**src/rtl/calc_pkg.sv**
```systemverilog
// Shared definitions for the seven-segment scanner.
// Holds the scan FSM encoding, the all-off drive levels and the active-low
// hex glyph table ({g,f,e,d,c,b,a}, 0 = segment lit).
package calc_pkg;

    localparam int unsigned VALUE_W = 16;
    localparam int unsigned DIGITS  = 4;
    localparam int unsigned SEG_W   = 7;

    typedef enum logic {
        ST_BLANK = 1'b0,
        ST_SHOW  = 1'b1
    } scan_state_t;

    localparam logic [DIGITS-1:0] AN_OFF  = 4'b1111;
    localparam logic [SEG_W-1:0]  SEG_OFF = 7'b1111111;

    // Indexed by nibble value; entry 15 is listed first.
    localparam logic [15:0][SEG_W-1:0] GLYPH_TABLE = {
        7'b0001110,  // F
        7'b0000110,  // E
        7'b0100001,  // d
        7'b1000110,  // C
        7'b0000011,  // b
        7'b0001000,  // A
        7'b0010000,  // 9
        7'b0000000,  // 8
        7'b1111000,  // 7
        7'b0000010,  // 6
        7'b0010010,  // 5
        7'b0011001,  // 4
        7'b0110000,  // 3
        7'b0100100,  // 2
        7'b1111001,  // 1
        7'b1000000   // 0
    };

endpackage

```
**src/rtl/seg7_scan_hex_to_seg7.sv**
```systemverilog
// Combinational hex nibble to active-low seven-segment glyph decoder.
//   nibble  : 4-bit value 0..F
//   glyph_c : active-low {g,f,e,d,c,b,a}
module hex_to_seg7
    import calc_pkg::*;
(
    input  logic [3:0]       nibble,
    output logic [SEG_W-1:0] glyph_c
);

    assign glyph_c = GLYPH_TABLE[nibble];

endmodule

```
**src/rtl/seg7_scan.sv**
```systemverilog
// Time-multiplexed four-digit seven-segment scanner.
// Each digit owns a slot of REFRESH_DIV cycles: BLANK_CYCLES of dead time to
// suppress ghosting, then the digit is lit. The displayed word is snapshotted
// only at frame boundaries so a frame never mixes two words.
//   clk   : system clock, rising edge
//   btnu  : synchronous active-high reset
//   value : 16-bit word to display
//   an    : active-low anodes, an[0] = least significant nibble
//   seg   : active-low cathodes {g,f,e,d,c,b,a}
//   dp    : active-low decimal point, held off
module seg7_scan
    import calc_pkg::*;
#(
    parameter int unsigned REFRESH_DIV  = 100000,
    parameter int unsigned BLANK_CYCLES = 1000,
    parameter int unsigned LZ_BLANK     = 0
) (
    input  logic               clk,
    input  logic               btnu,
    input  logic [VALUE_W-1:0] value,
    output logic [DIGITS-1:0]  an,
    output logic [SEG_W-1:0]   seg,
    output logic               dp
);

    localparam int unsigned      CNT_W      = $clog2(REFRESH_DIV);
    localparam logic [CNT_W-1:0] CNT_LAST   = CNT_W'(REFRESH_DIV - 1);
    localparam logic [CNT_W-1:0] BLANK_LAST = CNT_W'(BLANK_CYCLES - 1);

    logic [CNT_W-1:0]   cnt, cnt_d;
    logic [1:0]         dig, dig_d;
    logic [VALUE_W-1:0] snap, snap_d;
    scan_state_t        state, state_d;
    logic [DIGITS-1:0]  an_d;
    logic [SEG_W-1:0]   seg_d;
    logic [3:0]         nibble_c;
    logic [SEG_W-1:0]   glyph_c;
    logic               lead_zero_c;

    // Nibble of the snapshot belonging to the current digit.
    assign nibble_c = snap[{dig, 2'b00} +: 4];

    hex_to_seg7 u_hex (
        .nibble  (nibble_c),
        .glyph_c (glyph_c)
    );

    // True when this digit and every more significant one are zero.
    always_comb begin
        lead_zero_c = 1'b0;
        case (dig)
            2'd1:    lead_zero_c = (snap[15:4]  == 12'h000);
            2'd2:    lead_zero_c = (snap[15:8]  == 8'h00);
            2'd3:    lead_zero_c = (snap[15:12] == 4'h0);
            default: lead_zero_c = 1'b0;
        endcase
    end

    // Slot/digit/frame sequencing, FSM next state and next output drive.
    always_comb begin
        cnt_d   = cnt + CNT_W'(1);
        dig_d   = dig;
        snap_d  = snap;
        state_d = state;
        an_d    = AN_OFF;
        seg_d   = SEG_OFF;

        if (cnt == CNT_LAST) begin
            cnt_d = '0;
            dig_d = dig + 2'd1;
            if (dig == 2'd3) begin
                snap_d = value;
            end
        end

        case (state)
            ST_BLANK: begin
                if (cnt == BLANK_LAST) begin
                    state_d = ST_SHOW;
                end
            end
            ST_SHOW: begin
                if (cnt == CNT_LAST) begin
                    state_d = ST_BLANK;
                end
                if (!((LZ_BLANK != 0) && lead_zero_c)) begin
                    an_d      = AN_OFF;
                    an_d[dig] = 1'b0;
                    seg_d     = glyph_c;
                end
            end
            default: state_d = ST_BLANK;
        endcase
    end

    // State and output registers; reset wins over wrap and capture.
    always_ff @(posedge clk) begin
        if (btnu) begin
            cnt   <= '0;
            dig   <= '0;
            snap  <= '0;
            state <= ST_BLANK;
            an    <= AN_OFF;
            seg   <= SEG_OFF;
            dp    <= 1'b1;
        end else begin
            cnt   <= cnt_d;
            dig   <= dig_d;
            snap  <= snap_d;
            state <= state_d;
            an    <= an_d;
            seg   <= seg_d;
            dp    <= 1'b1;
        end
    end

endmodule

```
**config.mk**
```make
export PLATFORM = sky130hd
export DESIGN_NAME = seg7_scan
export DESIGN_NICKNAME = d
export VERILOG_FILES = /design/src/rtl/calc_pkg.sv /design/src/rtl/seg7_scan_hex_to_seg7.sv /design/src/rtl/seg7_scan.sv
export SDC_FILE = /design/constraint.sdc
export NUM_CORES = 1
export LEC_CHECK = 0
export ABC_AREA = 1
export CORE_UTILIZATION = 50
export CTS_BUF_LIST = sky130_fd_sc_hd__clkbuf_8
export DETAILED_ROUTE_END_ITERATION = 8
export GPL_TIMING_DRIVEN = 0
export PLACE_DENSITY = 0.79
export SYNTH_ARGS = -nofsm -noshare
export SYNTH_HDL_FRONTEND = slang
export SYNTH_SLANG_ARGS = --single-unit
```
**constraint.sdc**
```tcl
create_clock -name clk -period 5.2 [get_ports clk]
set_clock_uncertainty 0.05 [all_clocks]
set_input_delay 1.3 -clock clk [delete_from_list [all_inputs] [get_ports clk]]
set_output_delay 1.3 -clock clk [all_outputs]
set_load 0.01 [all_outputs]
```
==> results of run 1 <==
[path summary, 6_finish.rpt]
check / start / to / slack [ps] / depth (start not counted)
worst max-delay path: btnu / snap[6] / 2600 / 6
worst min-delay path: cnt[0] / cnt[0] / 400 / 1
worst max register to register: dig[1] / seg[3] / 3170 / 10
worst min register to register: cnt[0] / cnt[0] / 400 / 1
[sequential cells by signal (all words and copies together) (netlist names)]
name   flops
dig        2
state      1
an         4
snap      16
seg        7
cnt       17
[per-stage QoR]
step	instances	utilization [%]	instance area, µm²	worst slack (ps)
after detailed placement	483	60.62	2920	2289
after global placement	483	60.62	2920	2318
final	491	63.06	3038	2596
after floorplan	388	-	2556	3002
after global routing	491	63.06	3038	2492
after CTS	491	63.06	3038	2601
[cell families after synthesis]
family | after synthesis | share of synthesized area [%]
AO/OA/AOI/OAI | 25 | 4.993
buffers and inverters | 92 | 14.34
AND/OR/NAND/NOR | 208 | 36.96
adder cells (fa/ha/maj) | 11 | 5.384
flip-flops | 47 | 36.81
XOR/XNOR | 4 | 1.370
other | 1 | 0.1467
[metal layers]
layer / track usage [%] / vias up / share of wire, %
met4: 8.761 / 0 / 1.5
li1: - / 1256 / -
met1: 28.26 / 1008 / 47
met5: 0 / - / 0
met2: 35.07 / 67 / 45
met3: 5.624 / 7 / 6.1
[cell type report]
cell class | instances | area [µm²] | share of cell area [%]
buffer | 10 | 58.81 | 1.936
clock buffer | 6 | 82.58 | 2.718
multi-input combinational | 249 | 1249 | 41.10
inverter | 82 | 307.8 | 10.13
clock inverter | 2 | 35.03 | 1.153
timing repair buffer | 28 | 280.3 | 9.226
tap | 67 | 83.83 | 2.759
sequential | 47 | 940.9 | 30.97
[critical path, cell delays in order]
cell and delay [ps]:
clkdlybuf4s50_1 450, inv_1 130, clkbuf_1 350, clkbuf_1 340, nand2_1 130, nor2_1 90
[synth_stat cells, drive strengths merged]
library cell	instances	area (µm²)
clkinv	1	3.750
nand3	26	135.1
buf	6	43.79
a21oi	13	65.06
o21ai	11	55.05
nor3	7	46.30
ha	11	137.6
nand2	100	392.9
o211ai	1	7.510
nor2	50	205.2
conb	1	3.750
clkbuf	4	15.01
nand4	22	143.9
nand3b	2	15.01
dfxtp	47	940.9
nor4	1	6.260
xor2	4	35.03
inv	81	304.0
[power by group through the flow]
stage,sequential [W],combinational [W],clock [W]
after floorplan,0.000371,0.0000144,0
after global placement,0.000371,0.0000299,0
after detailed placement,0.000371,0.0000306,0
after CTS,0.000363,0.0000306,0.000282
after global routing,0.000363,0.0000344,0.000293
final,0.000363,0.0000304,0.000279
==> flow_metrics.py, run 1 <==
metrics = {
    "outcome": {
        "status": "finished clean",
    },
    "final_layout": {
        "layout.nets": 452,
        "area_delta_synth_final_pct": 18.84,
        "fillers": 447,
        "final_common_cell": "nand2_1",
        "drive_gt1_share_pct": 6.132,
        "final_cell_mix": "97 x nand2_1, 78 x inv_1, 47 x nor2_1, 47 x dfxtp_1, 28 x clkdlybuf4s50_1",
        "diodes": 0,
    },
    "global_routing": {
        "overflow": 0,
        "grt_pass1_wl_mm": 9.032,
        "grt_pass1_vias": 2026,
        "grt_usage_pct": 21.96,
        "grt_max_degree": 15,
        "antenna_found_initial": 0,
    },
    "power": {
        "combPwrFrac_pct": 4.5,
        "vdd_ir_drop_max_mv": 0.09753,
        "clkPwrFrac_pct": 41.5,
        "power_density_nw_per_um2": 221.2,
        "power_w": 0.0006721,
        "p_int_w": 0.0005343,
        "p_leak_nw": 1.329,
        "switching_share_pct": 20.50,
        "seq_power_share_pct": 54.0,
        "p_sw_w": 0.0001378,
    },
    "min_path": {
        "hp-class": "flip-flop to flip-flop",
    },
    "cts": {
        "postCtsSetupBuffers": 0,
        "cts_buffers": 5,
        "clk_pin_slew_ps": 90,
        "h-tree-depth": 2,
        "cts_tree": "done",
        "clk_latency_ps": 300,
        "cts.sinks": 47,
        "max-clock-path-buffers": 2,
        "hold_buffers": 0,
        "clock-root-buffer": "clkbuf_8",
        "cts-resized-gates": 0,
    },
    "placement": {
        "port_buffers": 28,
        "gp_congestion": 0.9242,
        "dp_hpwl_mm": 3.946,
    },
    "timing": {
        "period_needed_ps": 2604,
        "setup_viol": 0,
        "period_share_pct": 50.08,
        "whs_ps": 399.5,
        "timing.setup.tns_ps": 0,
        "rsz0062_at_grt": "no",
        "final_hold_viol_count": 0,
        "drv_slew": 0,
        "worst_pin_slew_ps": 653.5,
        "max_freq_mhz": 384.0,
        "maxSlewHeadroom_pct": 56.27,
    },
    "setup_path": {
        "crit_required_ps": 5390,
        "crit_path_start_kind": "input port",
        "cp_max_fo": 10,
        "path_class": "input port to flip-flop",
        "endpoint_kind": "flip-flop",
        "critPathArrivalTime_ps": 2800,
    },
    "die": {
        "row_count": 25,
        "initial_core_util_pct": 53.06,
        "ios": 30,
        "dieArea_um2": 5402,
        "core_area_um2": 4817,
        "die_x_um": 73.50,
        "die_height_um": 73.50,
    },
    "route": {
        "final_antenna_net_count": 0,
        "drt_wl_total_mm": 5.222,
        "dr.first_iter.drc_count": 218,
        "dr.pass1.iters": 4,
        "drc": 0,
        "vias": 2338,
        "viasPerCell": 4.762,
        "wire_per_inst_um": 10.64,
    },
    "logic_synthesis": {
        "ys_ff_latch": 47,
        "synth_nets": 417,
        "yosys_warnings": 0,
        "synth_area_um2": 2556,
        "syn_inst": 388,
        "postSynthAreaPerCell_um2": 6.588,
        "yosysSeqAreaShare_pct": 36.81,
        "ys_types": 28,
    },
    "run": {
        "max-cap-violations": 0,
    },
}
Power figures use the tool's default switching activity.
==> run 2: changes to the inputs <==
--- a/config.mk
+++ b/config.mk
@@ -10,7 +10,7 @@
 export CTS_BUF_LIST = sky130_fd_sc_hd__clkbuf_8
 export DETAILED_ROUTE_END_ITERATION = 8
 export GPL_TIMING_DRIVEN = 0
-export PLACE_DENSITY = 0.79
+export PLACE_DENSITY = 0.81
 export SYNTH_ARGS = -nofsm -noshare
 export SYNTH_HDL_FRONTEND = slang
 export SYNTH_SLANG_ARGS = --single-unit
==> constraint.sdc (replaced) <==
create_clock -name clk -period 2.2 [get_ports clk]
set_clock_uncertainty 0.05 [all_clocks]
set_input_delay 0.55 -clock clk [delete_from_list [all_inputs] [get_ports clk]]
set_output_delay 0.55 -clock clk [all_outputs]
set_load 0.01 [all_outputs]
==> flow_metrics.py, run 2 (synthesized netlist as in run 1, its figures left out) <==
metrics = {
    "outcome": {
        "status": "finished clean",
    },
    "timing": {
        "setup_viol": 0,
        "worst_pin_slew_ps": 593.3,
        "rsz0062_at_grt": "no",
        "final_hold_viol_count": 0,
        "timing.setup.tns_ps": 0,
        "drv_slew": 0,
        "period_share_pct": 88.28,
        "whs_ps": 402.6,
        "max_freq_mhz": 514.9,
        "period_needed_ps": 1942,
        "maxSlewHeadroom_pct": 60.14,
    },
    "global_routing": {
        "antenna_found_initial": 0,
        "grt_pass1_wl_mm": 8.935,
        "grt_usage_pct": 21.62,
        "grt_pass1_vias": 2066,
        "grt_max_degree": 16,
        "overflow": 0,
    },
    "final_layout": {
        "area_delta_synth_final_pct": 18.70,
        "final_common_cell": "nand2_1",
        "largest_register_ffs": 17,
        "top_register": "cnt",
        "drive_gt1_share_pct": 6.368,
        "fin_cells": 491,
        "diodes": 0,
        "final_core_util_pct": 62.99,
        "top_regs": "cnt: 17 flops, snap: 16 flops, seg: 7 flops",
        "final_cell_mix": "97 x nand2_1, 78 x inv_1, 47 x nor2_1, 46 x dfxtp_1, 28 x clkdlybuf4s50_1",
        "layout.nets": 452,
    },
    "cts": {
        "cts.sinks": 47,
        "cts_tree": "done",
        "clock-root-buffer": "clkbuf_8",
        "max-clock-path-buffers": 2,
        "h-tree-depth": 2,
        "clk_latency_ps": 310,
        "clk_pin_slew_ps": 90,
        "cts_buffers": 5,
    },
    "die": {
        "row_count": 25,
        "dieArea_um2": 5402,
        "initial_core_util_pct": 53.06,
        "ios": 30,
        "die_height_um": 73.50,
        "die_x_um": 73.50,
        "core_area_um2": 4817,
    },
    "route": {
        "dr.first_iter.drc_count": 230,
        "dr.pass1.iters": 5,
        "vias": 2332,
        "final_antenna_net_count": 0,
        "wire_per_inst_um": 10.42,
        "drc": 0,
        "viasPerCell": 4.749,
        "drt_wl_total_mm": 5.118,
    },
    "min_path": {
        "hp-class": "flip-flop to flip-flop",
    },
    "placement": {
        "gp_congestion": 0.9520,
        "port_buffers": 28,
        "dp_hpwl_mm": 3.842,
        "dp.cells": 483,
    },
    "setup_path": {
        "crit_slowest_cell": "dfxtp_1",
        "crit_required_ps": 2340,
        "endpoint_kind": "flip-flop",
        "cp_top_family": "simple AND/OR/NAND/NOR gates",
        "crit_path_start_kind": "flip-flop",
        "crit_chain": "buf_2 > a21oi_1 > o21ai_0 > nand2_1 > inv_1 > ha_1 > nand3_1 > nand3_1 > o21ai_0 > nand2_1",
        "slowest_delay_ps": 370,
        "cp_max_fo": 10,
        "critPathArrivalTime_ps": 2080,
        "path_buf_inv": 2,
        "path_class": "flip-flop to flip-flop",
    },
    "run": {
        "max-cap-violations": 0,
    },
    "power": {
        "power_density_nw_per_um2": 519.0,
        "vdd_ir_drop_max_mv": 0.3418,
        "p_leak_nw": 1.326,
        "switching_share_pct": 21.67,
        "combPwrFrac_pct": 4.5,
        "clkPwrFrac_pct": 41.1,
        "seq_power_share_pct": 54.4,
        "p_sw_w": 0.0003413,
        "p_int_w": 0.001233,
    },
}
-- run 2: power by group through the flow --
| stage | Sequential [W] | Clock (W) | Combinational [W] |
|---|---|---|---|
| CTS | 0.000857 | 0.000658 | 0.0000710 |
| detailed placement | 0.000877 | 0 | 0.0000710 |
| global placement | 0.000877 | 0 | 0.0000707 |
| floorplan | 0.000877 | 0 | 0.0000339 |
| global route | 0.000858 | 0.000688 | 0.0000811 |
| finish | 0.000857 | 0.000647 | 0.0000707 |
-- run 2: what timing repair did --
item                                    CTS  global route
endpoints found under the setup margin    0             1
endpoints found under the hold margin     0             0
gates resized for setup                   0             1
buffers inserted                          0             0
hold buffers                              0             0
-- run 2: final timing paths --
| check | startpoint | endpoint | slack, ps | cells past startpoint |
|---|---|---|---|---|
| setup / recovery | dig[0] | seg[3] | 260 | 10 |
| hold / removal | cnt[0] | cnt[0] | 400 | 1 |
| setup reg to reg | dig[0] | seg[3] | 260 | 10 |
| hold reg to reg | cnt[0] | cnt[0] | 400 | 1 |
-- run 2: worst reg2reg max path, cell delays in order (launching register included) --
cell and delay (ps):
dfxtp_1 370, buf_2 200, a21oi_1 150, o21ai_0 110
nand2_1 210, inv_1 120, ha_1 230, nand3_1 130
nand3_1 80, o21ai_0 100, nand2_1 70
-- run 2: cell type report --
cell class	instances	area, µm²
Clock buffer	5	68.82
Clock inverter	3	43.79
Timing Repair Buffer	28	280.3
Buffer	10	58.81
Fill cell	482	1783
Sequential cell	47	942.2
Tap cell	67	83.83
Inverter	82	307.8
Multi-Input combinational cell	249	1249
-- run 2: layer usage --
| layer | vias to the layer above | global-route usage, % | routed length [µm] |
|---|---|---|---|
| met5 | - | 0 | 0 |
| met4 | 0 | 7.265 | 66 |
| met3 | 8 | 4.527 | 311 |
| met2 | 65 | 33.74 | 2177 |
| met1 | 1005 | 29.68 | 2563 |
| li1 | 1254 | - | - |
-- run 2: per-stage QoR --
stage	setup slack [ps]	area (µm²)	power (W)
5_1_grt	59.72	3034	0.001627
4_1_cts	195.1	3033	0.001586
2_1_floorplan	561.6	2556	0.0009107
3_5_place_dp	58.03	2920	0.0009483
3_3_place_gp	82.96	2920	0.0009478
6_report	257.9	3034	0.001575
